<file path="config.mk">
export PLATFORM = sky130hd
export DESIGN_NAME = led_module
export DESIGN_NICKNAME = d
export VERILOG_FILES = /design/src/rtl/led_module.sv
export SDC_FILE = /design/constraint.sdc
export NUM_CORES = 1
export LEC_CHECK = 0
export BUFFER_PORTS_ARGS = -buffer_cell sky130_fd_sc_hd__buf_2
export CAP_MARGIN = 5
export CORE_MARGIN = 2
export CORE_UTILIZATION = 34
export CTS_CLUSTER_SIZE = 28
export DETAILED_ROUTE_END_ITERATION = 7
export SYNTH_ARGS = -nofsm -noshare
export SYNTH_HDL_FRONTEND = slang
export SYNTH_SLANG_ARGS = --single-unit
</file>
<file path="constraint.sdc">
create_clock -name clk -period 4.7 [get_ports clk]
set_input_delay 0.47 -clock clk [delete_from_list [all_inputs] [get_ports clk]]
set_output_delay 0.47 -clock clk [all_outputs]
set_load 0.1 [all_outputs]
</file>
<file path="src/rtl/led_module.sv">
// LED controller with a small register bank: static on/off, per-LED blink,
// programmable blink half-period and a free-running PWM dimmer.
// Read data and the LED pins are both registered.
module led_module #(
    parameter logic [23:0] RESET_PERIOD = 24'd13_499_999
) (
    input  logic        clk,
    input  logic        rst,
    input  logic        wen,
    input  logic        ren,
    input  logic [31:0] address,
    input  logic [31:0] data_in,
    output logic [31:0] data_out,
    output logic [3:0]  led_n
);

    localparam logic [2:0] A_VALUE  = 3'd0;
    localparam logic [2:0] A_BLINK  = 3'd1;
    localparam logic [2:0] A_PERIOD = 3'd2;
    localparam logic [2:0] A_DUTY   = 3'd3;
    localparam logic [2:0] A_STATUS = 3'd4;

    logic [3:0]  value_q,  value_d;
    logic [3:0]  blink_q,  blink_d;
    logic [23:0] period_q, period_d;
    logic [7:0]  duty_q,   duty_d;
    logic [23:0] cnt_q,    cnt_d;
    logic        phase_q,  phase_d;
    logic [7:0]  pwm_q,    pwm_d;
    logic [31:0] data_out_q, data_out_d;
    logic [3:0]  led_n_q,  led_n_d;

    logic [2:0]  addr;
    logic        period_wr;
    logic        pwm_on;
    logic [3:0]  led_on;

    // Only the low address bits and the listed data bits are decoded.
    logic unused_bits;
    assign unused_bits = ^{address[31:3], data_in[31:24]};

    assign addr      = address[2:0];
    assign period_wr = wen && (addr == A_PERIOD);

    // Register bank writes; addresses 4..7 are not writable.
    always_comb begin
        value_d  = value_q;
        blink_d  = blink_q;
        period_d = period_q;
        duty_d   = duty_q;
        if (wen) begin
            case (addr)
                A_VALUE:  value_d  = data_in[3:0];
                A_BLINK:  blink_d  = data_in[3:0];
                A_PERIOD: period_d = data_in[23:0];
                A_DUTY:   duty_d   = data_in[7:0];
                default:  ;
            endcase
        end
    end

    // Blink half-period counter; a PERIOD write restarts it in the on-phase,
    // so a shorter period can never leave the count stranded above it.
    always_comb begin
        cnt_d   = cnt_q + 24'd1;
        phase_d = phase_q;
        if (period_wr) begin
            cnt_d   = 24'd0;
            phase_d = 1'b1;
        end else if (cnt_q == period_q) begin
            cnt_d   = 24'd0;
            phase_d = ~phase_q;
        end
    end

    // Free-running PWM counter and LED combine; PWM gates within blink on-phase.
    always_comb begin
        pwm_d   = pwm_q + 8'd1;
        pwm_on  = (pwm_q < duty_q);
        led_on  = value_q & (~blink_q | {4{phase_q}}) & {4{pwm_on}};
        led_n_d = ~led_on;
    end

    // Read mux samples the pre-write register contents; holds when idle.
    always_comb begin
        data_out_d = data_out_q;
        if (ren) begin
            case (addr)
                A_VALUE:  data_out_d = {28'b0, value_q};
                A_BLINK:  data_out_d = {28'b0, blink_q};
                A_PERIOD: data_out_d = {8'b0, period_q};
                A_DUTY:   data_out_d = {24'b0, duty_q};
                A_STATUS: data_out_d = {27'b0, phase_q, led_on};
                default:  data_out_d = 32'h0;
            endcase
        end
    end

    // State registers with asynchronous reset to power-up values.
    always_ff @(posedge clk or posedge rst) begin
        if (rst) begin
            value_q    <= 4'h0;
            blink_q    <= 4'h0;
            period_q   <= RESET_PERIOD;
            duty_q     <= 8'hFF;
            cnt_q      <= 24'd0;
            phase_q    <= 1'b1;
            pwm_q      <= 8'd0;
            data_out_q <= 32'h0;
            led_n_q    <= 4'hF;
        end else begin
            value_q    <= value_d;
            blink_q    <= blink_d;
            period_q   <= period_d;
            duty_q     <= duty_d;
            cnt_q      <= cnt_d;
            phase_q    <= phase_d;
            pwm_q      <= pwm_d;
            data_out_q <= data_out_d;
            led_n_q    <= led_n_d;
        end
    end

    assign data_out = data_out_q;
    assign led_n    = led_n_q;

endmodule
</file>
==> impl_summary.txt, run 1 <==
----------------------------------------------------
[Logic synthesis]
  Mapped Area ... 4847 um2
  Share of Yosys cell area claimed by the top area cell type ... 0.3614
  Post-synth EDFFs ... 0
  Seq/Total Area, Yosys ... 0.5294
  Post-synthesis instance total ... 434
  Average size of a mapped cell ... 11.17 um2
  Top post-synthesis cells by area ... sky130_fd_sc_hd__dfrtp_1 (36%), sky130_fd_sc_hd__dfstp_2 (17%), sky130_fd_sc_hd__mux2_2 (9.3%), sky130_fd_sc_hd__xor2_1 (8.0%), sky130_fd_sc_hd__nand2_1 (2.8%)
  Post-synth cell types ... 41
  Dominant cell type by area after synthesis ... sky130_fd_sc_hd__dfrtp_1
  Most instantiated flip-flop cell in the synthesis netlist ... sky130_fd_sc_hd__dfrtp_1
  FFs w/ async S/R, synth ... 1.000
  Post-synthesis sequential element count ... 101
  Number of warning messages in the yosys log ... 0

[Die]
  Total Die Area ... 15230 um2
  Overall die width ... 123.4 um
  CORE AREA ... 13880 um2
  Number of placement rows ... 43
  Die extent in y ... 123.4 um
  Number of placed I/O pins ... 104
  Initial Util ... 0.3492

[Critical path]
  CP required ... 4.88 ns
  Critical-path cell with the highest stage delay ... sky130_fd_sc_hd__o21bai_2
  RR Startpoint ... period_q[6]$_DFFE_PP1P_
  Worst setup EP type ... register
  Critical path arrival ... 2.64 ns
  Worst reg2reg setup slack ... 2.24 ns
  Worst reg2reg path depth ... 5
  Critical-path maximum fanout ... 24
  Critical path cell sequence ... xor2_1 > nor4_1 > nand4_1 > o21bai_2 > nor2_1
  End of the worst register-to-register path ... cnt_q[23]$_DFF_PP0_
  Critical path class ... register to register
  CP max stage delay ... 0.86 ns
  Kind of start point of the critical path ... register

[Clock network]
  Number of post-CTS setup repair buffers ... 0
  Worst-skew pair later-pin latency ... 0.35 ns
  Root Buffer ... sky130_fd_sc_hd__clkbuf_16
  Clock tree from TritonCTS ... yes
  Buffer levels on the longest clock path ... 2
  Total number of clock tree sinks ... 101
  Hold Buf Count CTS ... 0
  Total number of H-tree levels ... 3
  Clock transition at the registers of the reported paths ... 0.06 ns
  Clock buffers created by TritonCTS ... 9
  Post-CTS Resized ... 0

[Finish]
  Number of nets in the finished design ... 566
  Fill cell count ... 1339
  Share of post-route cells with drive strength above 1 ... 0.3279
  Diodes inserted ... 0
  Area growth from synthesis to final layout ... 15.51%

[Power and ir drop]
  Power consumption ... 2.562 mW
  Int Power ... 1.714 mW
  Switching fraction of total power ... 0.3309
  VDD IR-drop max ... 0.1627 mV
  Switching power summed over all nets ... 847.8 uW
  Cell Pwr Density ... 457.5 nW/um2
  Share of total power in the clock network ... 0.314
  Leakage power figure ... 2.614 nW
  Reg power frac ... 0.456
  Combinational Power Share ... 0.230

[Timing]
  Max Transition Viols Final ... 0
  Relative slew slack ... 0.3281
  Setup-violating endpoint count in the final report ... 0
  Time the worst path needs with I/O delays and setup ... 2.462 ns
  Clock Skews ... 0.009310 ns
  Period utilisation layout ... 0.5238
  Worst slew pin tran ... 1.007 ns
  Maximum achievable frequency ... 406.2 MHz
  Setup total negative slack ... 0 ns
  Number of hold-slack violations in the final timing report ... 0
  Setup repair after global routing missed its margin ... no

[Routing]
  Count of unresolved DRC violations after routing ... 0
  Via count ... 3238
  DR vias/cell ... 4.804
  WL final ... 10.22 mm
  Post-detailed-route count of antenna-violating nets ... 0
  DR WL/cell ... 15.16 um
  DR iter-0 viols ... 172
  Number of iterations in the first detailed-routing pass ... 4

[Outcome]
  Result of the run ... complete, no violations

[GRT]
  Overall track demand over capacity in global routing ... 0.1437
  Vias in the first global route ... 3406
  Maximum number of pins on one net before global-route repair ... 72
  Total grt overflow ... 0
  Number of antenna violations at the first check in global routing ... 0
  Global-route wire length before repair ... 16.79 mm

[Hold path]
  Class of the most critical hold timing path ... input pin to asynchronous set/reset pin

[Placement]
  Estimated wirelength of the detail-placed design ... 7.251 mm
  Number of buffers added on ports ... 58
  Placer Congestion ... 0.8604

[Job]
  Max-capacitance violation count ... 0

----------------------------------------------------
## state kept, by name, summed over array words and instances (netlist names)
signal    cells
cnt_q        24
data_out     24
period_q     24
duty_q        8
pwm_q         8
blink_q       4
led_n         4
value_q       4
phase_q       1
## worst max-delay path: cells and delay by family (launching register included)
kind            cells  cell delay (ns)
flops               1             0.57
compound gates      1             0.86
simple gates        3             0.75
xor+xnor            1             0.11
## power groups by stage
stage / sequential (mW) / combinational [mW] / clock [mW]
after CTS: 1.17 / 0.597 / 0.819
after global routing: 1.19 / 0.642 / 0.857
after floorplan: 1.34 / 0.306 / 0
after global placement: 1.18 / 0.588 / 0
final: 1.17 / 0.590 / 0.804
after detailed placement: 1.18 / 0.594 / 0
## cells in the mapped netlist (2+ instances only)
cell and count:
sky130_fd_sc_hd__and3b_1 2, sky130_fd_sc_hd__nor2_1 34, sky130_fd_sc_hd__dfrtp_1 70, sky130_fd_sc_hd__mux2_2 40
sky130_fd_sc_hd__o22ai_1 3, sky130_fd_sc_hd__a21oi_1 7, sky130_fd_sc_hd__nand2b_1 5, sky130_fd_sc_hd__nor2b_1 3
sky130_fd_sc_hd__clkbuf_1 6, sky130_fd_sc_hd__nor4_1 6, sky130_fd_sc_hd__and3_1 7, sky130_fd_sc_hd__buf_4 10
sky130_fd_sc_hd__ha_1 9, sky130_fd_sc_hd__nand2_1 36, sky130_fd_sc_hd__mux2i_1 3, sky130_fd_sc_hd__a31o_2 4
sky130_fd_sc_hd__nand4_1 6, sky130_fd_sc_hd__nand3_1 16, sky130_fd_sc_hd__buf_2 7, sky130_fd_sc_hd__xnor2_1 8
sky130_fd_sc_hd__xor2_1 44, sky130_fd_sc_hd__mux4_2 4, sky130_fd_sc_hd__inv_1 30, sky130_fd_sc_hd__a21boi_0 4
sky130_fd_sc_hd__o21ai_0 17, sky130_fd_sc_hd__a21o_1 2, sky130_fd_sc_hd__dfstp_2 31, sky130_fd_sc_hd__nor3_1 6
sky130_fd_sc_hd__and4_1 2
## cell families after synthesis
family	count (synthesis)	share of synthesized area
AOI/OAI and AO/OA	42	0.05472
xor gates and xnor gates	52	0.09396
adders and majority gates	9	0.02323
buffers and inverters	53	0.05059
DFF	101	0.5294
muxes	47	0.1177
other	1	0.0007737
and+or+nand+nor	129	0.1296
## worst max-delay path by stage
stage | startpoint | cells after the start | to
2_1_floorplan | rst | 1 | blink_q[0]$_DFFE_PP0P_
3_3_place_gp | period_q[6]$_DFFE_PP1P_ | 5 | cnt_q[18]$_DFF_PP0_
3_5_place_dp | period_q[6]$_DFFE_PP1P_ | 5 | cnt_q[13]$_DFF_PP0_
4_1_cts | period_q[6]$_DFFE_PP1P_ | 5 | cnt_q[23]$_DFF_PP0_
5_1_grt | period_q[6]$_DFFE_PP1P_ | 5 | cnt_q[15]$_DFF_PP0_
6_report | period_q[6]$_DFFE_PP1P_ | 5 | cnt_q[23]$_DFF_PP0_
## per-layer routing
metal / track usage / vias up / wire length [um]
met5: 0 / - / 0
met4: 0.05327 / 0 / 189
met3: 0.02491 / 14 / 342
met2: 0.2342 / 54 / 4874
met1: 0.1917 / 1608 / 4813
li1: - / 1562 / -
## cell usage in the layout, fill, tap and decap left out, types with 2 or more instances in the layout
master	netlist	layout
sky130_fd_sc_hd__a21oi_1	7	7
sky130_fd_sc_hd__conb_1	1	8
sky130_fd_sc_hd__xor2_1	44	44
sky130_fd_sc_hd__o22ai_1	3	3
sky130_fd_sc_hd__and3_1	7	7
sky130_fd_sc_hd__mux2_2	40	40
sky130_fd_sc_hd__mux4_2	4	4
sky130_fd_sc_hd__ha_1	9	9
sky130_fd_sc_hd__a21boi_0	4	4
sky130_fd_sc_hd__dfrtp_1	70	70
sky130_fd_sc_hd__nor3_1	6	6
sky130_fd_sc_hd__nor4_1	6	6
sky130_fd_sc_hd__o21ai_0	17	17
sky130_fd_sc_hd__nand2b_1	5	5
sky130_fd_sc_hd__a31o_2	4	4
sky130_fd_sc_hd__mux2i_1	3	3
sky130_fd_sc_hd__nor2_1	34	34
sky130_fd_sc_hd__clkinv_2	0	2
sky130_fd_sc_hd__a21o_1	2	2
sky130_fd_sc_hd__clkbuf_16	0	9
sky130_fd_sc_hd__xnor2_1	8	8
sky130_fd_sc_hd__buf_4	10	2
sky130_fd_sc_hd__and4_1	2	2
sky130_fd_sc_hd__nand3_1	16	16
sky130_fd_sc_hd__and3b_1	2	2
sky130_fd_sc_hd__nand4_1	6	6
sky130_fd_sc_hd__inv_1	30	29
sky130_fd_sc_hd__buf_2	7	58
sky130_fd_sc_hd__bufinv_16	0	2
sky130_fd_sc_hd__nand2_1	36	36
sky130_fd_sc_hd__dfstp_2	31	31
sky130_fd_sc_hd__nor2b_1	3	3
## final cells by class
type | instances | area, um2 | area share
sequential | 101 | 2566 | 0.4583
multi-input combinational | 287 | 2062 | 0.3683
timing repair buffer | 60 | 305.3 | 0.05453
clock buffer | 10 | 239.0 | 0.04268
tap | 180 | 225.2 | 0.04022
inverter | 30 | 115.1 | 0.02056
clock inverter | 6 | 86.33 | 0.01542
## stage by stage
stage | worst slack [ns] | cell area [um2] | hold WS, ns | utilization | instances
6_report | 2.238 | 5599 | 0.2866 | 0.4034 | 674
5_1_grt | 1.994 | 5599 | 0.3560 | 0.4034 | 674
4_1_cts | 2.234 | 5599 | 0.3428 | 0.4034 | 674
3_5_place_dp | 2.246 | 5274 | 0.4768 | 0.3799 | 658
3_3_place_gp | 2.283 | 5274 | 0.4708 | 0.3799 | 658
2_1_floorplan | 1.634 | 4873 | 0.4485 | - | 441
(Power assumes the default switching activity.)
==> run 2: changes to the inputs <==
- clock period: 4.7 -> 2.1 ns (I/O delays scaled with it)
==> run 2 against run 1 <==
Net effect: die area unchanged; non-clock buffer count grew 11; clock-buffer cell count unchanged; final cell count grew 1.5%; via count up 0.49%; sequential share of layout area decreased by 0.62 points; sequential power rose by 120%; utilization increased by 0.55 points; power rose by 120%; critical path depth is 1 higher; maximum frequency up 28%; combinational power grew 130%; critical path type unchanged.
==> impl_summary.txt, run 2 (synthesis results as in run 1) <==
----------------------------------------------------
[Finish]
  Diodes inserted ... 0 (unchanged)
  Share of post-route cells with drive strength above 1 ... 0.3373 (+0.009366)
  Area growth from synthesis to final layout ... 17.09%
  Number of nets in the finished design ... 577 (+1.9%)
  Total area of multi-input combinational cells ... 2062 um2 (unchanged)
  Sequential cell area ... 2566 um2 (unchanged)
  Fill cell count ... 1368 (+2.2%)
  Most frequent cells in the layout ... sky130_fd_sc_hd__dfrtp_1 (70), sky130_fd_sc_hd__buf_2 (58), sky130_fd_sc_hd__xor2_1 (44), sky130_fd_sc_hd__mux2_2 (40), sky130_fd_sc_hd__nand2_1 (36)
  Most common cell after layout, fill and taps aside ... sky130_fd_sc_hd__dfrtp_1

[Clock network]
  Buffer levels on the longest clock path ... 2 (unchanged)
  Clock tree from TritonCTS ... yes
  Number of post-CTS setup repair buffers ... 0 (unchanged)
  Total number of H-tree levels ... 3 (unchanged)
  Worst-skew pair later-pin latency ... 0.34 ns (about the same)
  Clock buffers created by TritonCTS ... 9 (unchanged)
  Clock transition at the registers of the reported paths ... 0.07 ns (about the same)
  Root Buffer ... sky130_fd_sc_hd__clkbuf_16
  Total number of clock tree sinks ... 101 (unchanged)

[GRT]
  Number of antenna violations at the first check in global routing ... 0 (unchanged)
  Overall track demand over capacity in global routing ... 0.1444 (+0.0006860)
  Vias in the first global route ... 3423 (+0.50%)
  Maximum number of pins on one net before global-route repair ... 46 (-36%)
  Total grt overflow ... 0 (unchanged)
  Global-route wire length before repair ... 16.84 mm (+0.25%)

[Critical path]
  Worst reg2reg setup slack ... 0.18 ns (-2.06 ns)
  Critical-path maximum fanout ... 14 (-42%)
  Critical path buffer and inverter count ... 1 (+1)
  Worst setup EP type ... register
  Critical path arrival ... 2.15 ns (-0.49 ns)
  End of the worst register-to-register path ... cnt_q[6]$_DFF_PP0_
  Critical-path cell with the highest stage delay ... sky130_fd_sc_hd__dfstp_2
  Critical path cell sequence ... xor2_1 > nor4_1 > nand4_1 > o21bai_2 > buf_4 > nor2_1
  Critical path class ... register to register
  Family with the most delay on the worst path ... simple AND/OR/NAND/NOR gates
  CP max stage delay ... 0.56 ns (-0.30 ns)
  Kind of start point of the critical path ... register
  Worst reg2reg path depth ... 6 (+1)
  CP required ... 2.33 ns (-2.55 ns)
  RR Startpoint ... period_q[6]$_DFFE_PP1P_

[Power and ir drop]
  VDD IR-drop max ... 0.3789 mV (+130%)
  Switching power summed over all nets ... 1.898 mW (+120%)
  Reg power frac ... 0.466 (+0.010)
  Leakage power figure ... 2.647 nW (+1.3%)
  Int Power ... 3.707 mW (+120%)
  Cell Pwr Density ... 987.6 nW/um2 (+120%)
  Switching fraction of total power ... 0.3386 (+0.007645)
  Combinational Power Share ... 0.242 (+0.012)
  Share of total power in the clock network ... 0.292 (-0.022)
  Power consumption ... 5.605 mW (+120%)

[Placement]
  Estimated wirelength of the detail-placed design ... 7.605 mm (+4.9%)
  Number of buffers added on ports ... 58 (unchanged)
  Placer Congestion ... 0.8647 (+0.50%)

[Timing]
  Period utilisation layout ... 0.9154 (+0.3916)
  Relative slew slack ... 0.6267 (+0.2985)
  Time the worst path needs with I/O delays and setup ... 1.922 ns (-0.5396 ns)
  Number of hold-slack violations in the final timing report ... 0 (unchanged)
  Worst Hold Slack ... 0.09523 ns (-0.1914 ns)
  Setup repair after global routing missed its margin ... no
  Setup total negative slack ... 0 ns (unchanged)
  Max Transition Viols Final ... 0 (unchanged)
  Clock Skews ... 0.005403 ns (-0.003908 ns)
  Setup-violating endpoint count in the final report ... 0 (unchanged)
  Worst slew pin tran ... 0.5557 ns (-0.4514 ns)
  Maximum achievable frequency ... 520.2 MHz (+28%)

[Routing]
  Highest routing layer actually used ... met4
  Post-detailed-route count of antenna-violating nets ... 0 (unchanged)
  WL final ... 10.18 mm (-0.39%)
  DRT met1 WL ... 4.702 mm (-2.3%)
  DR vias/cell ... 4.757 (-0.98%)
  Routed wire length on met3 ... 378 um (+11%)
  Met2 routed WL ... 4.941 mm (+1.4%)
  Number of iterations in the first detailed-routing pass ... 4 (unchanged)
  Via count ... 3254 (+0.49%)
  Count of unresolved DRC violations after routing ... 0 (unchanged)
  DR WL/cell ... 14.88 um (-1.8%)
  DR iter-0 viols ... 163 (-5.2%)

[Hold path]
  End of the worst hold path ... period_q[17]$_DFFE_PP0P_
  Number of cells traversed by the worst hold path ... 2
  Start point of the worst hold path ... data_in[17]
  Class of the most critical hold timing path ... input pin to register

[Outcome]
  Result of the run ... complete, no violations

[Die]
  Number of placement rows ... 43 (unchanged)
  Number of placed I/O pins ... 104 (unchanged)
  Total Die Area ... 15230 um2 (unchanged)
  Die extent in y ... 123.4 um (unchanged)
  CORE AREA ... 13880 um2 (unchanged)
  Overall die width ... 123.4 um (unchanged)
  Initial Util ... 0.3492 (unchanged)

[Job]
  Max-capacitance violation count ... 0 (unchanged)

----------------------------------------------------
==> run 2: cell count changes in the layout (fill, tap and decap cells not counted), moves of 2 or more <==
cell	before	now
sky130_fd_sc_hd__buf_12	0	2
sky130_fd_sc_hd__clkinv_2	2	0
sky130_fd_sc_hd__buf_4	2	10
sky130_fd_sc_hd__clkinvlp_4	1	4
==> run 2: how the worst max path moves through the flow <==
stage / from / end / slack [ns] / cells after the start
floorplan: duty_q[5]$_DFFE_PP1P_ / data_out[2]$_DFFE_PP0P_ / 0.24 / 6
global placement: period_q[6]$_DFFE_PP1P_ / cnt_q[18]$_DFF_PP0_ / 0.25 / 6
detailed placement: duty_q[3]$_DFFE_PP1P_ / data_out[2]$_DFFE_PP0P_ / 0.19 / 7
CTS: duty_q[3]$_DFFE_PP1P_ / data_out[2]$_DFFE_PP0P_ / 0.18 / 7
global route: period_q[6]$_DFFE_PP1P_ / cnt_q[2]$_DFF_PP0_ / 0.06 / 6
finish: period_q[6]$_DFFE_PP1P_ / cnt_q[6]$_DFF_PP0_ / 0.18 / 6
==> run 2: power by group through the flow <==
stage	Combinational [mW]	Sequential (mW)	Clock (mW)
final	1.36	2.61	1.64
after global routing	1.48	2.66	1.77
after CTS	1.37	2.62	1.69
after detailed placement	1.36	2.65	0
after global placement	1.34	2.63	0
after floorplan	0.685	2.99	0
==> run 2: layer usage <==
metal | up-vias | global-route usage
met1 | 1605 | 0.1886
met4 | 0 | 0.05540
met3 | 11 | 0.02537
met2 | 52 | 0.2387
met5 | - | 0
li1 | 1586 | -
==> run 2: repair_timing <==
item | CTS | global route
hold buffers | 1 | 0
endpoints found under the hold margin | 13 | 0
resized for setup | 0 | 0
==> run 2: layout make-up <==
class,instances,share of cell area
Multi-Input combinational cell,287,0.3633
Clock inverter,5,0.01080
Tap cell,180,0.03968
Timing Repair Buffer,71,0.07319
Clock buffer,10,0.04034
Sequential cell,101,0.4522
Inverter,30,0.02050
==> run 2: stage by stage <==
step / setup slack (ns) / cells / utilization / instance area (um2)
after floorplan: 0.2363 / 441 / - / 4877
after global placement: 0.2478 / 668 / 0.3872 / 5375
after detailed placement: 0.1864 / 668 / 0.3872 / 5375
after CTS: 0.1756 / 684 / 0.4089 / 5675
after global routing: 0.06245 / 684 / 0.4089 / 5675
final: 0.1777 / 684 / 0.4089 / 5675
